## src/rtl/key_search_collector_pkg.sv

```systemverilog
// Shared types and constants for the RC4 key-search result collector.
package rc4_search_pkg;

  typedef enum logic [1:0] {
    SEARCH = 2'd0,
    FOUND  = 2'd1,
    FAILED = 2'd2
  } search_state_t;

  localparam int RC4_KEY_WIDTH = 24;
  localparam int RC4_NUM_CORES = 8;

  // Active-low segments {g,f,e,d,c,b,a}; entry 0 is the rightmost element.
  localparam logic [15:0][6:0] SEG_TABLE = {
    7'h0E, 7'h06, 7'h21, 7'h46, 7'h03, 7'h08, 7'h10, 7'h00,
    7'h78, 7'h02, 7'h12, 7'h19, 7'h30, 7'h24, 7'h79, 7'h40
  };

endpackage

```

## src/rtl/key_search_collector_if.sv

```systemverilog
// Bundle between the decryption cores (master side) and the result collector (slave side).
interface key_search_collector_if
  import rc4_search_pkg::*;
#(
  parameter int NUM_CORES = RC4_NUM_CORES,
  parameter int KEY_WIDTH = RC4_KEY_WIDTH
) ();
  localparam int IDX_W = (NUM_CORES > 1) ? $clog2(NUM_CORES) : 1;

  logic [NUM_CORES-1:0]                core_finish;
  logic [NUM_CORES-1:0]                core_not_found;
  logic [NUM_CORES-1:0][KEY_WIDTH-1:0] core_secret;
  logic                                outer_finish;
  logic                                found;
  logic                                all_failed;
  logic [KEY_WIDTH-1:0]                winning_key;
  logic [IDX_W-1:0]                    winning_core;
  logic [31:0]                         search_cycles;
  logic [5:0][6:0]                     hex_digits;

  modport master (
    output core_finish, core_not_found, core_secret,
    input  outer_finish, found, all_failed, winning_key, winning_core,
           search_cycles, hex_digits
  );

  modport slave (
    input  core_finish, core_not_found, core_secret,
    output outer_finish, found, all_failed, winning_key, winning_core,
           search_cycles, hex_digits
  );
endinterface

```

## src/rtl/key_search_collector_hex_to_seven_seg.sv

```systemverilog
// One hex nibble to one active-low 7-segment pattern.
module hex_to_seven_seg
  import rc4_search_pkg::*;
(
  input  logic [3:0] nibble_i,
  output logic [6:0] seg_o
);
  assign seg_o = SEG_TABLE[nibble_i];
endmodule

```

## src/rtl/key_search_collector.sv

```systemverilog
// Declares the search outcome from per-core status flags, latches the winning key
// and drives the stop broadcast plus the six-digit key display.
module key_search_collector
  import rc4_search_pkg::*;
#(
  parameter int NUM_CORES = RC4_NUM_CORES,
  parameter int KEY_WIDTH = RC4_KEY_WIDTH
) (
  input logic                 clk,
  input logic                 reset,
  key_search_collector_if.slave bus
);
  localparam int IDX_W  = (NUM_CORES > 1) ? $clog2(NUM_CORES) : 1;
  localparam int DISP_W = 24;

  search_state_t        state_q, state_d;
  logic                 outer_finish_q, outer_finish_d;
  logic                 found_q, found_d;
  logic                 all_failed_q, all_failed_d;
  logic [KEY_WIDTH-1:0] winning_key_q, winning_key_d;
  logic [IDX_W-1:0]     winning_core_q, winning_core_d;
  logic [31:0]          search_cycles_q, search_cycles_d;
  logic [NUM_CORES-1:0] failed_mask_q, failed_mask_d;

  logic                 any_finish_s;
  logic                 exhausted_s;
  logic [IDX_W-1:0]     win_idx_s;
  logic [DISP_W-1:0]    disp_key_s;
  logic [5:0][6:0]      hex_s;

  assign any_finish_s = |bus.core_finish;
  assign exhausted_s  = &(failed_mask_q | bus.core_not_found);

  // Fixed-priority select: scanning downwards leaves the lowest set index.
  always_comb begin
    win_idx_s = '0;
    for (int i = NUM_CORES - 1; i >= 0; i--) begin
      win_idx_s = bus.core_finish[i] ? IDX_W'(i) : win_idx_s;
    end
  end

  // State register.
  always_ff @(posedge clk) begin
    if (reset) begin
      state_q <= SEARCH;
    end else begin
      state_q <= state_d;
    end
  end

  // Next-state logic; a finish always beats exhaustion in the same cycle.
  always_comb begin
    state_d = state_q;
    case (state_q)
      SEARCH: begin
        if (any_finish_s) begin
          state_d = FOUND;
        end else if (exhausted_s) begin
          state_d = FAILED;
        end else begin
          state_d = SEARCH;
        end
      end
      FOUND:   state_d = FOUND;
      FAILED:  state_d = FAILED;
      default: state_d = SEARCH;
    endcase
  end

  // Output/datapath next values; everything holds once a verdict is reached.
  always_comb begin
    outer_finish_d  = outer_finish_q;
    found_d         = found_q;
    all_failed_d    = all_failed_q;
    winning_key_d   = winning_key_q;
    winning_core_d  = winning_core_q;
    search_cycles_d = search_cycles_q;
    failed_mask_d   = failed_mask_q;
    case (state_q)
      SEARCH: begin
        search_cycles_d = (search_cycles_q == 32'hFFFF_FFFF) ? search_cycles_q
                                                             : search_cycles_q + 32'd1;
        failed_mask_d   = failed_mask_q | bus.core_not_found;
        if (any_finish_s) begin
          winning_key_d  = bus.core_secret[win_idx_s];
          winning_core_d = win_idx_s;
          found_d        = 1'b1;
          outer_finish_d = 1'b1;
        end else if (exhausted_s) begin
          all_failed_d   = 1'b1;
          outer_finish_d = 1'b1;
        end else begin
          outer_finish_d = outer_finish_q;
        end
      end
      FOUND:   outer_finish_d = outer_finish_q;
      FAILED:  outer_finish_d = outer_finish_q;
      default: outer_finish_d = 1'b0;
    endcase
  end

  // Result and bookkeeping registers.
  always_ff @(posedge clk) begin
    if (reset) begin
      outer_finish_q  <= 1'b0;
      found_q         <= 1'b0;
      all_failed_q    <= 1'b0;
      winning_key_q   <= '0;
      winning_core_q  <= '0;
      search_cycles_q <= 32'd0;
      failed_mask_q   <= '0;
    end else begin
      outer_finish_q  <= outer_finish_d;
      found_q         <= found_d;
      all_failed_q    <= all_failed_d;
      winning_key_q   <= winning_key_d;
      winning_core_q  <= winning_core_d;
      search_cycles_q <= search_cycles_d;
      failed_mask_q   <= failed_mask_d;
    end
  end

  assign disp_key_s = DISP_W'(winning_key_q);

  for (genvar g = 0; g < 6; g++) begin : g_hex
    hex_to_seven_seg u_hex (
      .nibble_i (disp_key_s[4*g +: 4]),
      .seg_o    (hex_s[g])
    );
  end

  assign bus.outer_finish  = outer_finish_q;
  assign bus.found         = found_q;
  assign bus.all_failed    = all_failed_q;
  assign bus.winning_key   = winning_key_q;
  assign bus.winning_core  = winning_core_q;
  assign bus.search_cycles = search_cycles_q;
  assign bus.hex_digits    = hex_s;

endmodule
```

## src/flat_wrapper.sv

```systemverilog
// flat-port wrapper written by rule: the top's interface ports become plain ports
module key_search_collector_flat import rc4_search_pkg::*;
#(
  parameter int NUM_CORES = RC4_NUM_CORES,
  parameter int KEY_WIDTH = RC4_KEY_WIDTH
)
  (clk, reset, bus_core_finish, bus_core_not_found, bus_core_secret, bus_outer_finish, bus_found, bus_all_failed, bus_winning_key, bus_winning_core, bus_search_cycles, bus_hex_digits);
  key_search_collector_if #(.NUM_CORES(NUM_CORES), .KEY_WIDTH(KEY_WIDTH)) bus_i ();
  input logic clk;
  input logic reset;
  input wire logic [$bits(bus_i.core_finish)-1:0] bus_core_finish;
  input wire logic [$bits(bus_i.core_not_found)-1:0] bus_core_not_found;
  input wire logic [$bits(bus_i.core_secret)-1:0] bus_core_secret;
  output wire logic [$bits(bus_i.outer_finish)-1:0] bus_outer_finish;
  output wire logic [$bits(bus_i.found)-1:0] bus_found;
  output wire logic [$bits(bus_i.all_failed)-1:0] bus_all_failed;
  output wire logic [$bits(bus_i.winning_key)-1:0] bus_winning_key;
  output wire logic [$bits(bus_i.winning_core)-1:0] bus_winning_core;
  output wire logic [$bits(bus_i.search_cycles)-1:0] bus_search_cycles;
  output wire logic [$bits(bus_i.hex_digits)-1:0] bus_hex_digits;
  assign bus_i.core_finish = bus_core_finish;
  assign bus_i.core_not_found = bus_core_not_found;
  assign bus_i.core_secret = bus_core_secret;
  assign bus_outer_finish = bus_i.outer_finish;
  assign bus_found = bus_i.found;
  assign bus_all_failed = bus_i.all_failed;
  assign bus_winning_key = bus_i.winning_key;
  assign bus_winning_core = bus_i.winning_core;
  assign bus_search_cycles = bus_i.search_cycles;
  assign bus_hex_digits = bus_i.hex_digits;
  key_search_collector #(.NUM_CORES(NUM_CORES), .KEY_WIDTH(KEY_WIDTH)) u_core (.clk(clk), .reset(reset), .bus(bus_i));
endmodule
```

## config.mk

```make
export PLATFORM = sky130hd
export DESIGN_NAME = key_search_collector_flat
export DESIGN_NICKNAME = d
export VERILOG_FILES = /design/src/rtl/key_search_collector_pkg.sv /design/src/rtl/key_search_collector_if.sv /design/src/rtl/key_search_collector_hex_to_seven_seg.sv /design/src/rtl/key_search_collector.sv /design/src/flat_wrapper.sv
export SDC_FILE = /design/constraint.sdc
export NUM_CORES = 1
export LEC_CHECK = 0
export BUFFER_PORTS_ARGS = -buffer_cell sky130_fd_sc_hd__buf_4
export CORE_UTILIZATION = 47
export DETAILED_ROUTE_END_ITERATION = 16
export PLACE_DENSITY_LB_ADDON = 0.15
export SLEW_MARGIN = 15
export SYNTH_ARGS = -nofsm -noshare
export SYNTH_HDL_FRONTEND = slang
export SYNTH_HIERARCHICAL = 1
export SYNTH_SLANG_ARGS = --single-unit
export TNS_END_PERCENT = 1
```

## constraint.sdc

```tcl
create_clock -name clk -period 2.65 [get_ports clk]
set_input_delay 0.53 -clock clk [delete_from_list [all_inputs] [get_ports clk]]
set_output_delay 0.53 -clock clk [all_outputs]
set_load 0.1 [all_outputs]
```

==> qor.csv <==
metric;value;unit
outcome;finished clean;
holdBufCountCts;0;
hold_slack;433;ps
dp_hpwl;19500;um
first_pass_iters;6;
io-pin-count;314;
ys_seq_area_frac;0.218;
finClkSkew;4.10;ps
cp.arrival;2050;ps
grt_pass1_vias;7412;
ys_types;63;
portBuffers;313;
design_area;9580;um2
period_share;0.972;
drc;0;
final_nets;1402;
die_area;14600;um2
wirelength;25000;um
setup_ws;74.4;ps
rows;42;
critPathCaptureType;output pin;
grt_max_degree;60;
grt_usage;0.333;
hold_class;in2reg;
fin_cells;1328;
cts_tree;yes;
first_iter_violations;684;
syn_area;6620;um2
clk_pin_slew;60;ps
worst_pin_slew;1120;ps
cts_root_buffer;clkbuf_16;
maxSlewViolCount;0;
path_class;reg2out;
grt_setup_unrepaired;false;
synth_edf_count;0;
slowest_stage;or3b_1;
layout-drive-gt1-share;0.363;
grt_overflow_total;0;
synthFlopType;dfxtp_1;
cp_cell_sequence;inv_1 > ha_1 > and2b_2 > or3b_1 > o21ai_2 > buf_4;
critical_path_buf_inv_count;2;
post_drt_wl_per_cell;18.8;um
setup_viol;0;
die_w;121;um
postSynth.asyncResetShare;0;
cts_buffers;9;
die_h;121;um
cp-start-kind;flop;
avgViaCountPerCell;6.00;
grt_first_pass_wirelength;38400;um
cap_violations;0;
vias;7965;
clock_path_buffers;2;
postPlaceCellArea;9280;um2
coreArea;13500;um2
antenna_found_initial;0;
ys_ff_latch;72;
dp_cells;1313;
relSlewSlack;0.253;
ir_worst_vdd;0.348;mV
syn_inst;866;
syn_nets;1120;
yosysWarnings;6;
clkLatencyLatePin;340;ps
critPathMaxStageDelay;390;ps
cts_htree_levels;3;
power;4.69;mW
antenna_cells;0;
syn_area_per_cell;7.64;um2
area_growth;44.8;%
fin_crit;2580;ps
cp_data_required_time;2120;ps
hold_viol;0;
clock_sinks;72;
critPathTopFamily;simple AND/OR/NAND/NOR gates;
pre_cts_ws;245;ps
clock.fmax;0.388;GHz
p_per_area;489;nW/um2
crit_fanout;7;
gp_congestion;0.900;
final_antenna_net_count;0;
power_leakage;4.04;nW
start_util;0.490;
==> cells by family (layout without fill, tap and decap cells) <==
logic type	after synthesis	after routing	share of synthesized area
and+or+nand+nor	310	310	0.240
muxes	40	40	0.0777
buffers and inverters	103	389	0.0707
adders and majority gates	44	44	0.0832
AOI/OAI and AO/OA	288	288	0.299
DFF	72	72	0.218
xor gates and xnor gates	9	9	0.0119
==> cell type report <==
| cell class | count | area (um2) |
|---|---|---|
| Timing Repair Buffer | 342 | 2650 |
| Clock inverter | 5 | 57.6 |
| Tap cell | 176 | 220 |
| Fill cell | 1177 | 3920 |
| Clock buffer | 10 | 239 |
| Sequential cell | 72 | 1460 |
| Inverter | 32 | 120 |
| Multi-Input combinational cell | 691 | 4840 |
==> registers in the layout, summed over array words and instances (netlist names) <==
signal / flops
u_core/failed_mask_q: 8
u_core/bus.found: 1
u_core/bus.all_failed: 1
u_core/bus.search_cycles: 32
u_core/bus.outer_finish: 1
u_core/bus.winning_core: 3
u_core/state_q: 2
u_core/bus.winning_key: 24
==> layer usage <==
| metal | vias up | GRT usage | part of all wire |
|---|---|---|---|
| li1 | 3810 | - | - |
| met1 | 3694 | 0.415 | 0.40 |
| met2 | 398 | 0.555 | 0.47 |
| met3 | 63 | 0.0693 | 0.091 |
| met4 | 0 | 0.139 | 0.034 |
| met5 | - | 0 | 0 |
==> final timing paths <==
kind	from	endpoint	slack (ps)	cells after the start
hold / removal	bus_core_not_found[4]	u_core/failed_mask_q[4]	430	3
hold reg to reg	u_core/bus.found	u_core/bus.found	450	2
setup reg to reg	u_core/state_q[0]	u_core/bus.winning_key[5]	390	8
setup / recovery	u_core/bus.winning_key[21]	bus_hex_digits[35]	70	6
==> report_power, final <==
part           total, mW  leakage [nW]  switching, mW  internal [mW]
sequential          1.24         0.592          0.103           1.14
clock               1.25         0.137          0.499          0.748
combinational       2.20          3.31           1.51          0.691
==> cell usage after synthesis, types with 6 or more instances <==
| cell type | count | area (um2) |
|---|---|---|
| or4_1 | 6 | 45.0 |
| nand4_1 | 21 | 131 |
| o22ai_1 | 19 | 119 |
| dfxtp_1 | 72 | 1440 |
| a21o_1 | 42 | 315 |
| a22o_1 | 16 | 140 |
| mux2_2 | 9 | 101 |
| mux2i_1 | 24 | 240 |
| nand2_1 | 78 | 293 |
| nand3_1 | 64 | 320 |
| mux4_1 | 6 | 158 |
| nor4_1 | 7 | 43.8 |
| inv_1 | 32 | 120 |
| buf_1 | 10 | 37.5 |
| nor2b_1 | 8 | 50.1 |
| buf_6 | 7 | 78.8 |
| or3_1 | 8 | 50.1 |
| a22oi_1 | 9 | 67.6 |
| nor2_1 | 70 | 263 |
| xnor2_1 | 8 | 70.1 |
| a31oi_1 | 7 | 43.8 |
| a21oi_1 | 36 | 180 |
| o21ai_0 | 78 | 390 |
| a41oi_1 | 24 | 210 |
| o211a_1 | 14 | 140 |
| buf_2 | 14 | 70.1 |
| nor3_1 | 9 | 45.0 |
| ha_1 | 44 | 551 |
| and4_1 | 8 | 70.1 |
| clkbuf_1 | 37 | 139 |
| a32o_1 | 6 | 60.1 |
==> per-stage QoR <==
stage	TNS, ps	util
2_1_floorplan	-2230	-
3_3_place_gp	0	0.687
3_5_place_dp	0	0.687
4_1_cts	0	0.709
5_1_grt	0	0.710
6_report	0	0.710
==> what timing repair did <==
item / CTS / global route
setup endpoints to repair: 0 / 3
endpoints found under the hold margin: 0 / 0
buffers inserted: 0 / 0
resized for setup: 0 / 3
==> worst min-delay path: cells and delay by family <==
kind            cells  cell delay (ps)
simple gates        1               70
buf+inv             1               80
compound gates      1               50
==> cell usage in the layout, fill, tap and decap left out, types with 12 or more instances in the layout <==
cell     netlist  final
o21ai_0       78     66
nand3_1       64     64
dfxtp_2        0     12
o211a_1       14     14
a21oi_1       36     29
buf_4          3    333
a41oi_1       24     24
nand2_1       78     78
o22ai_1       19     18
ha_1          44     44
mux2i_1       24     24
a21o_1        42     42
a22o_1        16     16
inv_1         32     32
nor2_1        70     69
nand4_1       21     21
dfxtp_1       72     60
o21ai_2        0     12
(Power assumes the default switching activity.)
